File: config.mk
export PLATFORM = sky130hd
export DESIGN_NAME = note_tone_gen
export DESIGN_NICKNAME = d
export VERILOG_FILES = /design/src/rtl/note_tone_gen.sv
export SDC_FILE = /design/constraint.sdc
export NUM_CORES = 1
export LEC_CHECK = 0
export ABC_CLOCK_PERIOD_IN_PS = 11100
export CORE_MARGIN = 10
export CORE_UTILIZATION = 50
export CTS_CLUSTER_DIAMETER = 30
export DETAILED_ROUTE_END_ITERATION = 10
export PLACE_DENSITY = 0.77
export SYNTH_ARGS = -nofsm -noshare
export SYNTH_HDL_FRONTEND = slang
export SYNTH_SLANG_ARGS = --single-unit
File: constraint.sdc
create_clock -name CLK -period 11.1 [get_ports CLK]
set_input_delay 2.22 -clock CLK [delete_from_list [all_inputs] [get_ports CLK]]
set_output_delay 2.22 -clock CLK [all_outputs]
set_load 0.02 [all_outputs]
File: src/rtl/note_tone_gen.sv
// Note-code to square-wave tone generator with period-boundary note changes.
// Note input is 2-flop synchronised; AUDIO never produces a runt pulse.
module note_tone_gen #(
  parameter int TONE_SHIFT = 0,
  parameter int CNT_W      = 18
) (
  input  logic       CLK,
  input  logic       RESET,
  input  logic [3:0] note_in,
  output logic       AUDIO,
  output logic       NOTE_ACTIVE,
  output logic [3:0] cur_note,
  output logic [7:0] Led
);

  typedef enum logic {IDLE, PLAY} state_t;

  state_t           state, state_n;
  logic [3:0]       sync1, sync2, sync_note, pending;
  logic [3:0]       cur_n;
  logic             audio_n;
  logic [CNT_W-1:0] cnt, cnt_n, half_m1;
  logic [7:0]       led_n;
  logic             tc;

  function automatic logic [CNT_W-1:0] half_of(input logic [3:0] n);
    logic [17:0] h;
    case (n)
      4'd1:    h = 18'd191110;
      4'd2:    h = 18'd170265;
      4'd3:    h = 18'd151685;
      4'd4:    h = 18'd143172;
      4'd5:    h = 18'd127551;
      4'd6:    h = 18'd113636;
      4'd7:    h = 18'd101239;
      4'd8:    h = 18'd95557;
      default: h = 18'd1;
    endcase
    return CNT_W'(h >> TONE_SHIFT);
  endfunction

  // out-of-range codes behave as silence
  assign sync_note = (sync2 > 4'd8) ? 4'd0 : sync2;
  assign half_m1   = half_of(cur_note) - CNT_W'(1);
  assign tc        = (cnt == half_m1);

  always_comb begin
    state_n = state;
    cur_n   = cur_note;
    audio_n = AUDIO;
    cnt_n   = cnt;
    if (state == IDLE) begin
      audio_n = 1'b0;
      cnt_n   = '0;
      if (sync_note != 4'd0) begin
        state_n = PLAY;
        cur_n   = sync_note;
        audio_n = 1'b1;
      end
    end else if (tc) begin
      cnt_n = '0;
      if (AUDIO) begin
        audio_n = 1'b0;
      end else if (pending == cur_note) begin
        audio_n = 1'b1;
      end else if (pending == 4'd0) begin
        state_n = IDLE;
        cur_n   = 4'd0;
      end else begin
        // end of a full period: safe point to switch pitch
        cur_n   = pending;
        audio_n = 1'b1;
      end
    end else begin
      cnt_n = cnt + CNT_W'(1);
    end
  end

  assign led_n = (cur_n == 4'd0) ? 8'd0 : (8'd1 << (cur_n - 4'd1));

  always_ff @(posedge CLK or posedge RESET) begin
    if (RESET) begin
      sync1       <= '0;
      sync2       <= '0;
      pending     <= '0;
      state       <= IDLE;
      cur_note    <= '0;
      AUDIO       <= 1'b0;
      cnt         <= '0;
      NOTE_ACTIVE <= 1'b0;
      Led         <= '0;
    end else begin
      sync1       <= note_in;
      sync2       <= sync1;
      pending     <= sync_note;
      state       <= state_n;
      cur_note    <= cur_n;
      AUDIO       <= audio_n;
      cnt         <= cnt_n;
      NOTE_ACTIVE <= (state_n == PLAY);
      Led         <= led_n;
    end
  end

endmodule

; After elaboration in Yosys (flattened, before gate mapping)
; Memory sizes are Yosys's and may differ from the RTL's.
; Cells that the tools add are included.
[classes]
add_sub_neg = 3
magnitude_cmp = 1
n_eq_ne = 3
shifts = 1
muxes = 19
reduce_logical = 3
[op_table]
columns = op, count
row1 = 18-bit 2-to-1 mux, 2
row2 = 4-bit 2-to-1 mux, 7
row3 = 18-bit by 1-bit adder with 18-bit output (second input constant), 1
row4 = 18-bit == test, 1
row5 = 18-bit by 1-bit subtractor with 18-bit output (second input constant), 1
row6 = 1-bit 2-to-1 mux, 9
row7 = 4-bit logical NOT, 2
row8 = 8-bit 2-to-1 mux, 1
row9 = 1-bit by 4-bit left shift with 8-bit output (first input constant), 1
row10 = 4-bit == test, 1
row11 = 4-bit > comparator (second input constant), 1
row12 = 4-bit nonzero test, 1
row13 = 4-bit by 1-bit subtractor with 4-bit output (second input constant), 1
row14 = 2-bit by 1-bit inequality test with 1-bit output (second input constant), 1
[word_totals]
ff_bits = 44
romBits = 288
out_inout_bits = 14
word_cells = 39
memories = 1
[mem_list]
columns = memory, words, word_bits, rd, rd_clocked_by_memory_dff, write_ports, line
row1 = (name not given), 16, 18, 1, 0, 0, 28  ; case (n)

; Logic depth before layout (Yosys ltp)
; Gate-level depths: netlist (run 1).
[logic_depth]
word_depth = 9
depth_mapped = 13
depth_no_buf = 13

; Worst setup path after synthesis (run 1)
; OpenSTA, ideal clock, no wires.
[synth_timing]
path_type = flip-flop to flip-flop
startpoint = register cur_note[0]
endpoint = register Led[2]
setup_time_ps = 120
arrival_time_ps = 3535
slack_ps = 7445
path_stages_with_launch = 13
n_path_buf = 2
period_less_slack_ps = 3655
path_cell_list = dfrtp_1 -> clkbuf_1 -> inv_1 -> ha_1 -> buf_2 -> mux2_2 -> o21ai_1 -> xnor2_1 -> mux4_2 -> nor4b_4 -> mux2i_1 -> nor2_1 -> and3_1
[synth_via]
elab_chain_cells = 8
elab_cells_between_ends = 13
[synth_rtl]
columns = item, line
row1 = start: declaration, 12  ; output logic [3:0] cur_note,
row2 = start signal: assignment, 97  ; cur_note <= cur_n;
row3 = memory 16 x 18 bit / 4-bit == test (equally long branches), n/a
row4 = 18-bit by 1-bit subtractor with 18-bit output / 4-bit 2-to-1 mux (equally long branches), "44, 64"
row5 = 18-bit == test / 4-bit 2-to-1 mux (equally long branches), "45, 62"
row6 = 4-bit 2-to-1 mux *, 60  ; end else if (tc) begin
row7 = 4-bit 2-to-1 mux *, 52  ; if (state == IDLE) begin
row8 = net cur_n[2], 20  ; logic [3:0] cur_n;
row9 = 4-bit by 1-bit subtractor with 4-bit output, 79  ; assign led_n = (cur_n == 4'd0) ? 8'd0 : (8'd1 << (cur_n - 4'd1));
row10 = 1-bit by 4-bit left shift with 8-bit output, 79
row11 = 8-bit 2-to-1 mux *, 79
row12 = net led_n[2], 23  ; logic [7:0] led_n;
row13 = end signal: assignment, 101  ; Led <= led_n;
row14 = end: declaration, 13  ; output logic [7:0] Led
; The timed path passes the listed nets; every way through them passes the cells marked *.
; A chain may end at the register's enable or synchronous reset.

; Worst setup path in the final report (run 1)
[layout_timing]
startpoint = register cur_note[2]
endpoint = output cur_note[2]
; No word-level cell between the ends.

==> results of run 1 <==
## cells in the final DEF (no fill, tap or decap), drive strengths merged, types with 2 or more instances in the layout
cell	count
nor3	10
clkdlybuf4s50	19
nand2b	12
or4	3
dfrtp	44
o31ai	2
nand3	8
a21oi	9
inv	14
o211ai	2
nor4	3
o21ai	9
clkbuf	5
nor3b	7
or3	3
nor4b	4
o221ai	2
a221oi	2
and3	4
nand4	4
a211oi	2
xor2	13
nand3b	2
xnor2	19
a31oi	2
and2	3
ha	8
buf	3
and3b	7
mux2i	8
nor2b	4
a211o	3
nand2	13
mux2	2
o22ai	5
nor2	32
## cell families after synthesis
group	Yosys count	synth area share
simple gates	124	0.271
compound gates	44	0.114
flops	44	0.390
xor+xnor	32	0.0993
buf+inv	26	0.0417
mux	11	0.0457
fa+ha+maj	9	0.0390
## registers in the layout, indices dropped and copies added, names as in the netlist
name	count
sync2	4
cnt	18
cur_note	4
Led	8
AUDIO	1
sync1	4
pending	4
state	1
## power breakdown
group | switching [uW] | total, uW | internal [uW]
combinational | 129 | 240 | 111
clock | 55.2 | 123 | 67.8
sequential | 39.9 | 223 | 183
total | 224 | 586 | 362
## worst max-delay path by stage
stage | endpoint | depth (start not counted) | from
floorplan | Led[2] | 12 | cur_note[0]
global placement | Led[2] | 10 | cur_note[2]
detailed placement | Led[1] | 10 | cur_note[2]
CTS | cur_note[2] | 1 | cur_note[2]
global route | Led[1] | 10 | cur_note[2]
finish | cur_note[2] | 1 | cur_note[2]
## metal layers
layer  wire [microns]  share of wire  up-vias  GRT usage
met5                0              0        -          0
met4              121          0.020        0     0.0474
met3              333          0.055       11     0.0346
met2             2880           0.47       56      0.239
met1             2720           0.45     1002      0.183
li1                 -              -     1050          -
## area by class of cell
cell class / count / area (sq um) / area share
inverter: 14 / 52.6 / 0.0166
clock inverter: 3 / 46.3 / 0.0146
sequential: 44 / 1100 / 0.347
tap: 72 / 90.1 / 0.0284
timing repair buffer: 22 / 213 / 0.0670
multi-input combinational: 220 / 1600 / 0.505
clock buffer: 5 / 68.8 / 0.0217
## through the flow
stage / power, uW / instance area, sq um / setup slack (ps) / hold WS, ps
after floorplan: 406 / 2820 / 7440 / 331
after global placement: 458 / 3060 / 7180 / 332
after detailed placement: 465 / 3060 / 6940 / 336
after CTS: 591 / 3170 / 6830 / 357
after global routing: 632 / 3170 / 6500 / 368
final: 586 / 3170 / 6830 / 355
==> results.toml, run 1 <==
[outcome]
status = "finished clean"

[sta]
rsz0062_at_grt = "false"
tightest_slew_ps = 979
fin_skew_ps = 6.65
slew_headroom = 0.347
finalMaxSlewViolations = 0
fin_tns_setup_ps = 0
hold_violations = 0
max_clock_freq_mhz = 234
finalCritPeriodShare = 0.385
finalSetupViolCount = 0
period_minus_slack_ps = 4270

[critical_path]
worstPathRequired_ps = 8880
reg2reg_depth = 10
crit_path_start_kind = "register"
slowest_delay_ps = 990
end_kind = "primary output"
crit_arrival_ps = 2050
r2r-start = "cur_note[2]"
crit_fanout = 35
critPathSlowestCell = "dfrtp_1"
worstSetupPathType = "register to primary output"
r2r_slack_ps = 6910
cp_top_family = "flip-flops"
worst_r2r_endpoint = "Led[1]"
cp_num_buf_inv = 1
cp_cell_sequence = "clkdlybuf4s50_1"

[placed_design]
globalplace.congestion = 0.851
dp_hpwl_microns = 4510
io_buffer_count = 19
dp.cells = 372

[floorplanning]
start_util = 0.512
dieArea_sq_um = 9050
design.core.area_sq_um = 5510
ios = 20
die_h_microns = 95.1
row_count = 27
die_w_microns = 95.1

[logic_synthesis]
netlist_area_sq_um = 2820
ys_types = 62
synth_top_area_cell = "dfrtp_1"
syn_inst = 290
synth-edff-count = 0
synthArstFlopShare = 1.00
ys_top_cells_by_area = "dfrtp_1 (39%), xnor2_1 (5.9%), nor2_1 (4.3%)"
synth_nets = 304
synth-main-ff-cell = "dfrtp_1"
synth_top_area_share = 0.390
yosys_register_bits = 44
synth_most_common_cell = "dfrtp_1"
postSynthAreaPerCell_sq_um = 9.73
synth_common_cells = "dfrtp_1 (44), nor2_1 (32), xnor2_1 (19)"
yosysSeqAreaShare = 0.390
yosys_warnings = 0

[drt]
drt_pass1_iterations = 4
drc = 0
num_vias = 2119
via_per_inst = 5.58
drtIter0Drc = 130
wl_microns = 6060
routedWlPerCell_microns = 15.9
drtAntennaViolNets = 0

[clock_network]
cts_num_sinks = 44
cts_resized = 0
numCtsBuffers = 5
post_cts_buffers = 0
clockBufferDepth = 2
cts-root-buf = "clkbuf_8"
htreeDepth = 2
cts.clk_slew.worst_paths_ps = 90
insertion_delay_ps = 290
cts_tree = "built"
ctsHoldBuffers = 0

[power]
p_leak_uw = 0.00132
powerDensity_nw_per_um2 = 185
vdd_drop_max_v = 0.0000998

[final_layout]
final_util = 0.576
fin_nets = 321
nFillCells = 492
area_growth_pct = 12.5
instances_no_fill = 380
drive_above_1_share = 0.0942
diodes = 0

[global_route]
grtUsageTotal = 0.145
grt_pass1_vias = 2221
antenna_found_initial = 0
grt_max_degree = 45
grt_overflow_total = 0
grt_pass1_wl_microns = 10600

[min_path]
hold_class = "register to register"
hold_start = "sync1[2]"
min_path_cells = 0
hold_path_end = "sync2[2]"

[job]
maxCapViolCount = 0
Power figures use the tool's default switching activity.
==> run 2: changes to the inputs <==
--- a/config.mk
+++ b/config.mk
@@ -5,7 +5,7 @@
 export SDC_FILE = /design/constraint.sdc
 export NUM_CORES = 1
 export LEC_CHECK = 0
-export ABC_CLOCK_PERIOD_IN_PS = 11100
+export ABC_CLOCK_PERIOD_IN_PS = 4400
 export CORE_MARGIN = 10
 export CORE_UTILIZATION = 50
 export CTS_CLUSTER_DIAMETER = 30
==> constraint.sdc (replaced) <==
create_clock -name CLK -period 4.4 [get_ports CLK]
set_input_delay 0.88 -clock CLK [delete_from_list [all_inputs] [get_ports CLK]]
set_output_delay 0.88 -clock CLK [all_outputs]
set_load 0.02 [all_outputs]
==> results.toml, run 2 (same netlist as run 1, synthesis figures left out) <==
[outcome]
status = "finished clean"

[critical_path]
critPathSlowestCell = "dfrtp_1"
end_kind = "register"
worstPathRequired_ps = 4590
cp_cell_sequence = "ha_1 -> nand2b_1 -> a21oi_1 -> ha_1 -> inv_1 -> or3_1 -> mux4_2 -> nor4b_4 -> mux2i_1 -> nor2_1 -> and3b_1"
cp_num_buf_inv = 1
crit_path_start_kind = "register"
crit_fanout = 16
crit_path_frequent_cell = "ha_1"
cp_top_family = "simple AND/OR/NAND/NOR gates"
slowest_delay_ps = 650
crit_arrival_ps = 4020
worstSetupPathType = "register to register"

[final_layout]
area_growth_pct = 12.8
largest_reg_flops = 18
final_cell_mix = "dfrtp_1 (44), nor2_1 (32), xnor2_1 (19), clkdlybuf4s50_1 (19)"
drive_above_1_share = 0.0971
fin_nets = 322
reg_top3 = "cnt x18, Led x8"
diodes = 0
largest-register = "cnt"
final_common_cell = "dfrtp_1"

[power]
power_frac_seq = 0.375
p_leak_uw = 0.00133
vdd_drop_max_v = 0.000260
p_comb_frac = 0.412
netSwitchingFraction = 0.390
switching_power_uw = 584
p_clk_frac = 0.213
p_int_uw = 914
powerDensity_nw_per_um2 = 471

[sta]
fin_tns_setup_ps = 0
fin_skew_ps = 3.98
slew_headroom = 0.517
rsz0062_at_grt = "false"
tightest_slew_ps = 723
period_minus_slack_ps = 3830
finalCritPeriodShare = 0.870
finalMaxSlewViolations = 0
hold_violations = 0
finalSetupViolCount = 0
max_clock_freq_mhz = 261
timing.final.ws_setup_ps = 573

[global_route]
grt_pass1_wl_microns = 10500
antenna_found_initial = 0
grt_pass1_vias = 2156
grt_overflow_total = 0
grt_max_degree = 45
grtUsageTotal = 0.144

[drt]
num_vias = 2186
drc = 0
drtIter0Drc = 190
drt_pass1_iterations = 4
wl_microns = 6120
routedWlPerCell_microns = 16.1
drtAntennaViolNets = 0
via_per_inst = 5.74

[job]
maxCapViolCount = 0

[clock_network]
cts.clk_slew.worst_paths_ps = 90
insertion_delay_ps = 300
ctsHoldBuffers = 0
post_cts_buffers = 0
cts_num_sinks = 44
htreeDepth = 2
cts_tree = "built"
cts_resized = 0
numCtsBuffers = 5
clockBufferDepth = 2
cts-root-buf = "clkbuf_8"

[floorplanning]
ios = 20
start_util = 0.512
row_count = 27
dieArea_sq_um = 9050
design.core.area_sq_um = 5510
die_w_microns = 95.1
die_h_microns = 95.1

[placed_design]
globalplace.congestion = 0.874
dp_hpwl_microns = 4510
detailedPlace.worstSlack_ps = 579
io_buffer_count = 19

[min_path]
hold_class = "register to register"
-- run 2: changes by cell type in the layout (fill, tap and decap cells not counted) --
cell	delta
buf_4	+1
-- run 2: power by group through the flow --
stage	clock network (uW)	registers [uW]	logic [uW]
after floorplan	0	552	473
after global placement	0	561	601
after detailed placement	0	565	613
after CTS	325	559	618
after global routing	349	569	682
final	320	562	617
-- run 2: final timing paths --
path / endpoint / slack (ps) / cells after the start / start
max: Led[1] / 570 / 11 / cur_note[0]
min in group asynchronous: Led[5] / 1010 / 3 / RESET
max reg2reg: Led[1] / 570 / 11 / cur_note[0]
min reg2reg: sync2[3] / 360 / 0 / sync1[3]
max in group asynchronous: Led[1] / 3020 / 3 / RESET
min: sync2[3] / 360 / 0 / sync1[3]
-- run 2: layer usage --
metal / GRT usage / part of all wire / wire length [microns]
met2: 0.224 / 0.46 / 2820
met4: 0.0486 / 0.016 / 95
met1: 0.194 / 0.47 / 2910
met5: 0 / 0 / 0
met3: 0.0322 / 0.049 / 303
-- run 2: stage by stage --
step | instances | power [uW] | hold WS [ps] | area [sq um] | util
6_report | 381 | 1500 | 356 | 3180 | 0.578
5_1_grt | 381 | 1600 | 364 | 3180 | 0.578
4_1_cts | 381 | 1500 | 357 | 3180 | 0.578
3_5_place_dp | 373 | 1180 | 336 | 3070 | 0.557
3_3_place_gp | 373 | 1160 | 333 | 3070 | 0.557
2_1_floorplan | 290 | 1020 | 331 | 2820 | -
-- run 2: worst reg2reg max path, stage by stage (launching register included) --
cell and delay (ps):
dfrtp_1 650, ha_1 280, nand2b_1 80, a21oi_1 210, ha_1 240, inv_1 90
or3_1 370, mux4_2 560, nor4b_4 420, mux2i_1 480, nor2_1 140, and3b_1 200
-- run 2: layout make-up --
| class | count | area [sq um] |
|---|---|---|
| Inverter | 14 | 52.6 |
| Fill cell | 476 | 2320 |
| Timing Repair Buffer | 23 | 220 |
| Sequential cell | 44 | 1100 |
| Tap cell | 72 | 90.1 |
| Clock inverter | 3 | 46.3 |
| Clock buffer | 5 | 68.8 |
| Multi-Input combinational cell | 220 | 1600 |
